## src/rtl/mem_stage_if.sv

```systemverilog
// mem_stage_if: data-bus request/ready bundle between the MEM stage (master) and data memory (slave).
// Latency: none; wires only.
// Backpressure: slave holds dbus_ready low to extend a transaction; master keeps the request stable meanwhile.
interface mem_stage_if;
  logic        dbus_req;
  logic        dbus_we;
  logic [31:0] dbus_addr;
  logic [31:0] dbus_wdata;
  logic [3:0]  dbus_be;
  logic [31:0] dbus_rdata;
  logic        dbus_ready;

  modport master (
    output dbus_req, dbus_we, dbus_addr, dbus_wdata, dbus_be,
    input  dbus_rdata, dbus_ready
  );

  modport slave (
    input  dbus_req, dbus_we, dbus_addr, dbus_wdata, dbus_be,
    output dbus_rdata, dbus_ready
  );
endinterface

```

## src/rtl/mem_stage.sv

```systemverilog
// mem_stage: MEM pipeline stage; turns EX load/store control into a data-bus access and fills the MEM->WB register.
// Latency: 1 cycle for non-memory ops; loads/stores take an IDLE cycle plus BUSY cycles until dbus_ready (min 2).
// Backpressure: stall_MEM freezes upstream while an access is pending; BUS_TIMEOUT (0 = off) aborts a hung bus.
// Optional: define MEM_MISALIGN_TRAP_EN to trap misaligned H/W accesses instead of truncating the address.
module mem_stage #(
  parameter int unsigned BUS_TIMEOUT = 255
) (
  input  logic        clk,
  input  logic        rst,
  input  logic        regwrite_EX,
  input  logic        datawe_EX,
  input  logic [2:0]  wbsel_EX,
  input  logic [2:0]  strb_EX,
  input  logic [4:0]  rd_EX,
  input  logic [31:0] aluout_EX,
  input  logic [31:0] rdata2_EX,
  input  logic [31:0] immext_EX,
  input  logic [31:0] pcimmaui_EX,
  input  logic [31:0] pcnext_EX,
  mem_stage_if.master dbus,
  output logic        stall_MEM,
  output logic        regwrite_MEM,
  output logic [2:0]  wbsel_MEM,
  output logic [4:0]  rd_MEM,
  output logic [31:0] aluout_MEM,
  output logic [31:0] rdata_MEM,
  output logic [31:0] immext_MEM,
  output logic [31:0] pcimmaui_MEM,
  output logic [31:0] pcnext_MEM,
  output logic        buserr_MEM,
  output logic        misalign_MEM
);
  typedef enum logic {IDLE = 1'b0, BUSY = 1'b1} state_t;

  typedef struct packed {
    logic        regwrite;
    logic [2:0]  wbsel;
    logic [4:0]  rd;
    logic [31:0] aluout;
    logic [31:0] rdata;
    logic [31:0] immext;
    logic [31:0] pcimmaui;
    logic [31:0] pcnext;
  } wb_t;

  localparam int unsigned CW = (BUS_TIMEOUT > 1) ? $clog2(BUS_TIMEOUT + 1) : 1;
  localparam logic [CW-1:0] CNT_LAST = CW'(BUS_TIMEOUT - 1);

  state_t        state_q, state_d;
  logic [CW-1:0] cnt_q, cnt_d;
  wb_t           wb_q, wb_d;
  logic          buserr_q, buserr_d;
  logic          misal_q, misal_d;

  logic        is_load, access, sz_b, sz_h, trap_c, timeout_c, req_c;
  logic [1:0]  off;
  logic [7:0]  ld_byte;
  logic [15:0] ld_half;
  logic [31:0] load_c, wdata_c;
  logic [3:0]  be_c;

  assign is_load = (wbsel_EX == 3'b001);
  assign access  = datawe_EX | is_load;
  assign off     = aluout_EX[1:0];
  // Size from funct3 low bits; bit 2 only selects zero-extension. Unlisted codes fall to word.
  assign sz_b    = (strb_EX[1:0] == 2'b00);
  assign sz_h    = (strb_EX[1:0] == 2'b01);

`ifdef MEM_MISALIGN_TRAP_EN
  assign trap_c = access & ((sz_h & off[0]) | (~sz_b & ~sz_h & (off != 2'b00)));
`else
  assign trap_c = 1'b0;
`endif

  assign req_c     = (state_q == BUSY);
  assign timeout_c = (BUS_TIMEOUT != 0) && (cnt_q == CNT_LAST) && !dbus.dbus_ready;

  assign ld_byte = dbus.dbus_rdata[{off, 3'b000} +: 8];
  assign ld_half = dbus.dbus_rdata[{off[1], 4'b0000} +: 16];

  // Store lane steering: replicate data across the word, enable only the addressed lanes.
  always_comb begin
    be_c    = 4'b1111;
    wdata_c = rdata2_EX;
    if (datawe_EX) begin
      if (sz_b) begin
        wdata_c = {4{rdata2_EX[7:0]}};
        be_c    = 4'b0001 << off;
      end else if (sz_h) begin
        wdata_c = {2{rdata2_EX[15:0]}};
        be_c    = 4'b0011 << {off[1], 1'b0};
      end
    end
  end

  // Load alignment and sign/zero extension of the returned word.
  always_comb begin
    load_c = dbus.dbus_rdata;
    if (sz_b) begin
      load_c = strb_EX[2] ? {24'd0, ld_byte} : {{24{ld_byte[7]}}, ld_byte};
    end else if (sz_h) begin
      load_c = strb_EX[2] ? {16'd0, ld_half} : {{16{ld_half[15]}}, ld_half};
    end
  end

  // Next-state, stall and WB-register control; WB is a bubble unless an instruction retires this cycle.
  always_comb begin
    state_d   = state_q;
    cnt_d     = cnt_q;
    buserr_d  = 1'b0;
    misal_d   = 1'b0;
    stall_MEM = 1'b0;
    wb_d      = '{regwrite: 1'b0, wbsel: wbsel_EX, rd: rd_EX, aluout: aluout_EX, rdata: 32'd0,
                  immext: immext_EX, pcimmaui: pcimmaui_EX, pcnext: pcnext_EX};
    case (state_q)
      IDLE: begin
        cnt_d = '0;
        if (trap_c) begin
          misal_d = 1'b1;
        end else if (access) begin
          stall_MEM = 1'b1;
          state_d   = BUSY;
        end else begin
          wb_d.regwrite = regwrite_EX;
        end
      end
      BUSY: begin
        if (dbus.dbus_ready) begin
          wb_d.regwrite = regwrite_EX;
          wb_d.rdata    = is_load ? load_c : 32'd0;
          state_d       = IDLE;
          cnt_d         = '0;
        end else if (timeout_c) begin
          buserr_d = 1'b1;
          state_d  = IDLE;
          cnt_d    = '0;
        end else begin
          stall_MEM = 1'b1;
          cnt_d     = cnt_q + 1'b1;
        end
      end
      default: state_d = IDLE;
    endcase
  end

  // All stage state; async reset drops the request and clears the WB register at once.
  always_ff @(posedge clk or posedge rst) begin
    if (rst) begin
      state_q  <= IDLE;
      cnt_q    <= '0;
      wb_q     <= '0;
      buserr_q <= 1'b0;
      misal_q  <= 1'b0;
    end else begin
      state_q  <= state_d;
      cnt_q    <= cnt_d;
      wb_q     <= wb_d;
      buserr_q <= buserr_d;
      misal_q  <= misal_d;
    end
  end

  assign dbus.dbus_req   = req_c;
  assign dbus.dbus_we    = req_c & datawe_EX;
  assign dbus.dbus_addr  = {aluout_EX[31:2], 2'b00};
  assign dbus.dbus_wdata = wdata_c;
  assign dbus.dbus_be    = be_c;

  assign regwrite_MEM = wb_q.regwrite;
  assign wbsel_MEM    = wb_q.wbsel;
  assign rd_MEM       = wb_q.rd;
  assign aluout_MEM   = wb_q.aluout;
  assign rdata_MEM    = wb_q.rdata;
  assign immext_MEM   = wb_q.immext;
  assign pcimmaui_MEM = wb_q.pcimmaui;
  assign pcnext_MEM   = wb_q.pcnext;
  assign buserr_MEM   = buserr_q;
  assign misalign_MEM = misal_q;
endmodule

```

## src/flat_wrapper.sv

```systemverilog
// flat-port wrapper written by rule: the top's interface ports become plain ports
module mem_stage_flat 
#(
  parameter int unsigned BUS_TIMEOUT = 255
)
  (clk, rst, regwrite_EX, datawe_EX, wbsel_EX, strb_EX, rd_EX, aluout_EX, rdata2_EX, immext_EX, pcimmaui_EX, pcnext_EX, stall_MEM, regwrite_MEM, wbsel_MEM, rd_MEM, aluout_MEM, rdata_MEM, immext_MEM, pcimmaui_MEM, pcnext_MEM, buserr_MEM, misalign_MEM, dbus_dbus_req, dbus_dbus_we, dbus_dbus_addr, dbus_dbus_wdata, dbus_dbus_be, dbus_dbus_rdata, dbus_dbus_ready);
  mem_stage_if dbus_i ();
  input  logic clk;
  input  logic rst;
  input  logic regwrite_EX;
  input  logic datawe_EX;
  input  logic [2:0] wbsel_EX;
  input  logic [2:0] strb_EX;
  input  logic [4:0] rd_EX;
  input  logic [31:0] aluout_EX;
  input  logic [31:0] rdata2_EX;
  input  logic [31:0] immext_EX;
  input  logic [31:0] pcimmaui_EX;
  input  logic [31:0] pcnext_EX;
  output logic stall_MEM;
  output logic regwrite_MEM;
  output logic [2:0] wbsel_MEM;
  output logic [4:0] rd_MEM;
  output logic [31:0] aluout_MEM;
  output logic [31:0] rdata_MEM;
  output logic [31:0] immext_MEM;
  output logic [31:0] pcimmaui_MEM;
  output logic [31:0] pcnext_MEM;
  output logic buserr_MEM;
  output logic misalign_MEM;
  output wire logic [$bits(dbus_i.dbus_req)-1:0] dbus_dbus_req;
  output wire logic [$bits(dbus_i.dbus_we)-1:0] dbus_dbus_we;
  output wire logic [$bits(dbus_i.dbus_addr)-1:0] dbus_dbus_addr;
  output wire logic [$bits(dbus_i.dbus_wdata)-1:0] dbus_dbus_wdata;
  output wire logic [$bits(dbus_i.dbus_be)-1:0] dbus_dbus_be;
  input wire logic [$bits(dbus_i.dbus_rdata)-1:0] dbus_dbus_rdata;
  input wire logic [$bits(dbus_i.dbus_ready)-1:0] dbus_dbus_ready;
  assign dbus_dbus_req = dbus_i.dbus_req;
  assign dbus_dbus_we = dbus_i.dbus_we;
  assign dbus_dbus_addr = dbus_i.dbus_addr;
  assign dbus_dbus_wdata = dbus_i.dbus_wdata;
  assign dbus_dbus_be = dbus_i.dbus_be;
  assign dbus_i.dbus_rdata = dbus_dbus_rdata;
  assign dbus_i.dbus_ready = dbus_dbus_ready;
  mem_stage #(.BUS_TIMEOUT(BUS_TIMEOUT)) u_core (.clk(clk), .rst(rst), .regwrite_EX(regwrite_EX), .datawe_EX(datawe_EX), .wbsel_EX(wbsel_EX), .strb_EX(strb_EX), .rd_EX(rd_EX), .aluout_EX(aluout_EX), .rdata2_EX(rdata2_EX), .immext_EX(immext_EX), .pcimmaui_EX(pcimmaui_EX), .pcnext_EX(pcnext_EX), .dbus(dbus_i), .stall_MEM(stall_MEM), .regwrite_MEM(regwrite_MEM), .wbsel_MEM(wbsel_MEM), .rd_MEM(rd_MEM), .aluout_MEM(aluout_MEM), .rdata_MEM(rdata_MEM), .immext_MEM(immext_MEM), .pcimmaui_MEM(pcimmaui_MEM), .pcnext_MEM(pcnext_MEM), .buserr_MEM(buserr_MEM), .misalign_MEM(misalign_MEM));
endmodule
```

## config.mk

```make
export PLATFORM = sky130hd
export DESIGN_NAME = mem_stage_flat
export DESIGN_NICKNAME = d
export VERILOG_FILES = /design/src/rtl/mem_stage_if.sv /design/src/rtl/mem_stage.sv /design/src/flat_wrapper.sv
export SDC_FILE = /design/constraint.sdc
export NUM_CORES = 1
export LEC_CHECK = 0
export CAP_MARGIN = 30
export CORE_AREA = 2 2 175 177
export DETAILED_ROUTE_END_ITERATION = 10
export DIE_AREA = 0 0 177 179
export PLACE_DENSITY_LB_ADDON = 0.05
export REMOVE_ABC_BUFFERS = 1
export SYNTH_ARGS = -nofsm -noshare
export SYNTH_HDL_FRONTEND = slang
export SYNTH_SLANG_ARGS = --single-unit
```

## constraint.sdc

```tcl
create_clock -name clk -period 8.8 [get_ports clk]
set_input_delay 1.76 -clock clk [delete_from_list [all_inputs] [get_ports clk]]
set_output_delay 1.76 -clock clk [all_outputs]
set_load 0.03 [all_outputs]
```

==> impl_metrics.json <==
{
  "leakage_nw": 4.703,
  "synth_top_family_by_area": "simple AND/OR/NAND/NOR gates",
  "antenna_found_initial": 1,
  "hold_end": "u_core.cnt_q[0]$_DFF_PP0_",
  "crit_arrival_ns": 4.49,
  "via_per_inst": 3.936,
  "dpl.cell_count": 1242,
  "instances_no_fill": 1274,
  "area.growth.synth_to_final_pct": 84.28,
  "synth_compound_area_frac": 0.06476,
  "finalWeightedCongestion": 0.7765,
  "grt_max_degree": 104,
  "synth_fa_ha_area_frac": 0.004035,
  "skew_ns": 0.01109,
  "drtIter0Drc": 175,
  "postSynth.asyncResetShare": 1.000,
  "reg2regPathDepth": 4,
  "vias": 5014,
  "cp-start-kind": "input pin",
  "cts_root_buffer": "clkbuf_16",
  "hp-class": "reg2reg",
  "whs_path_depth": 1,
  "fin_nets": 1076,
  "max-cap-violations": 0,
  "critPathKind": "in2out",
  "reg2reg_slack_ns": 7.19,
  "cts_resized": 0,
  "cp-end-kind": "output port",
  "finalWorstPathRequiredPeriod_ns": 6.251,
  "netlist-cell-type-count": 43,
  "synthTopCellsByArea": "dfrtp_1 72%, buf_4 5.3%, mux4_2 2.5%, nand2_1 2.5%, nor2_1 2.2%",
  "cp_max_fo": 25,
  "synth_area_um2": 6202,
  "wl_per_cell_um": 18.69,
  "rsz0062_at_grt": "no",
  "overflow": 0,
  "grt_usage": 0.1457,
  "drive_gt1_frac": 0.06157,
  "finalMaxSlewViolations": 0,
  "syn_inst": 451,
  "postCtsHoldBufs": 0,
  "chipWidth_um": 177,
  "synth_seq_cells": 179,
  "synthXorXnorAreaFrac": 0.001412,
  "worstSetupStartpoint": "strb_EX[1]",
  "max_slew_margin": 0.3917,
  "cts_setup_buffers": 0,
  "clock_sinks": 179,
  "yosysSeqAreaShare": 0.7222,
  "drtAntennaViolNets": 0,
  "clk_path_buf_depth": 2,
  "synth_edf_count": 0,
  "drc": 0,
  "grt_pass1_vias": 5237,
  "final_cell_mix": "446 x clkdlybuf4s50_1, 179 x dfrtp_1, 41 x nand2_1, 36 x nor2_1, 24 x a21oi_1",
  "max_clock_freq_mhz": 160.0,
  "detailedPlacementHpwl_um": 18800,
  "status": "complete, no violations",
  "period_share": 0.7103,
  "r2r-end": "u_core.rdata_MEM[12]$_DFF_PP0_",
  "io_pins": 450,
  "synth-main-ff-cell": "dfrtp_1",
  "clock_latency_ns": 0.43,
  "grt_pass1_wl_um": 33640,
  "yosysTopAreaCellShare": 0.7222,
  "required_ns": 7.04,
  "rr_startpoint": "u_core.dbus.dbus_req$_DFF_PP0_",
  "synth_simple_gate_area_share": 0.08352,
  "wl_um": 23810,
  "finalSetupViolations": 0,
  "cts_tree": "built",
  "final_common_cell": "clkdlybuf4s50_1",
  "initial_core_util": 0.2065,
  "cts_buffers": 17,
  "dieArea_um2": 31680,
  "die_y_um": 179,
  "synth.avg_cell_area_um2": 13.75,
  "core_area_um2": 30030,
  "yosysTopAreaCell": "dfrtp_1",
  "fin_setup_tns_ns": 0,
  "hold_start": "u_core.cnt_q[0]$_DFF_PP0_",
  "powerDensity_nw_per_um2": 177.9,
  "num_rows": 64,
  "numPortBuffers": 446,
  "clk_pin_slew_ns": 0.07,
  "worst_pin_slew_ns": 0.9106,
  "yosysWarnings": 0,
  "htree_levels": 4,
  "first_pass_iters": 5,
  "muxShareOfSynthArea": 0.05810,
  "ir_worst_vdd_mv": 0.1271,
  "hold_viol": 0
}
-- per-layer routing --
metal,part of all wire,global-route usage,vias up,routed length [um]
met2,0.54,0.2708,270,12810
met5,0,0,-,0
met3,0.089,0.05259,21,2114
met1,0.36,0.1536,2423,8585
li1,-,-,2300,-
met4,0.013,0.04201,0,305
-- logic make-up (layout without fill, tap and decap cells) --
kind of cell / count (synthesis) / after routing
XOR/XNOR: 1 / 1
AND/OR/NAND/NOR: 115 / 115
flip-flops: 179 / 179
buffers and inverters: 63 / 487
adder cells (fa/ha/maj): 2 / 2
multiplexers: 26 / 26
other: 1 / 4
AO/OA/AOI/OAI: 64 / 64
-- power by group --
group          internal [mW]  switching, mW
registers              0.858         0.0110
logic                  0.197          0.216
clock network          0.426          0.325
-- flip-flops by register name, indices dropped and copies added, names as in the netlist --
name,cells
u_core.pcimmaui_MEM,32
u_core.immext_MEM,32
u_core.cnt_q,8
u_core.pcnext_MEM,32
u_core.regwrite_MEM,1
u_core.rd_MEM,5
u_core.wbsel_MEM,3
u_core.rdata_MEM,32
u_core.aluout_MEM,32
u_core.dbus.dbus_req,1
u_core.buserr_MEM,1
-- critical path: stages --
cell	delay, ns
clkdlybuf4s50_1	0.40
buf_4	0.22
nand2b_1	0.55
nor2_2	0.57
mux2_2	0.39
clkdlybuf4s50_1	0.59
-- cells in the mapped netlist, drive strengths merged (2+ instances only) --
master	instances
nand3b	2
o21a	2
or3	2
nor3b	2
mux2	10
ha	2
or2	3
nor2	37
nor2b	2
mux4	7
nand2b	5
and2	2
o21bai	2
nand2	41
mux2i	9
and4	2
inv	6
nor3	14
o21ai	13
a21oi	24
dfrtp	179
o22ai	16
buf	48
clkbuf	9
-- layout make-up --
cell class	instances	area, um^2
clock inverter	10	125.1
clock buffer	20	446.7
timing repair buffer	451	4526
fill	2915	18600
inverter	6	30.03
tap	396	495.5
antenna	1	2.502
sequential	179	4479
multi-input combinational	211	1325
-- worst max path at each step --
stage | to | depth (start not counted)
final | dbus_dbus_wdata[13] | 6
after global routing | dbus_dbus_wdata[11] | 6
after CTS | dbus_dbus_wdata[13] | 6
after detailed placement | dbus_dbus_wdata[13] | 6
after global placement | dbus_dbus_wdata[11] | 6
after floorplan | u_core.aluout_MEM[0]$_DFF_PP0_ | 1
-- metrics by stage --
stage / hold slack (ns) / instance area (um^2) / power (mW) / worst slack, ns / util
after floorplan: 0.4897 / 5827 / 1.038 / 2.181 / -
after global placement: 0.5230 / 10820 / 1.301 / 2.561 / 0.3602
after detailed placement: 0.5291 / 10830 / 1.302 / 2.503 / 0.3606
after CTS: 0.5368 / 11400 / 2.068 / 2.508 / 0.3796
after global routing: 0.5538 / 11430 / 2.122 / 2.380 / 0.3806
final: 0.5315 / 11430 / 2.033 / 2.549 / 0.3806
(Power assumes the default switching activity.)
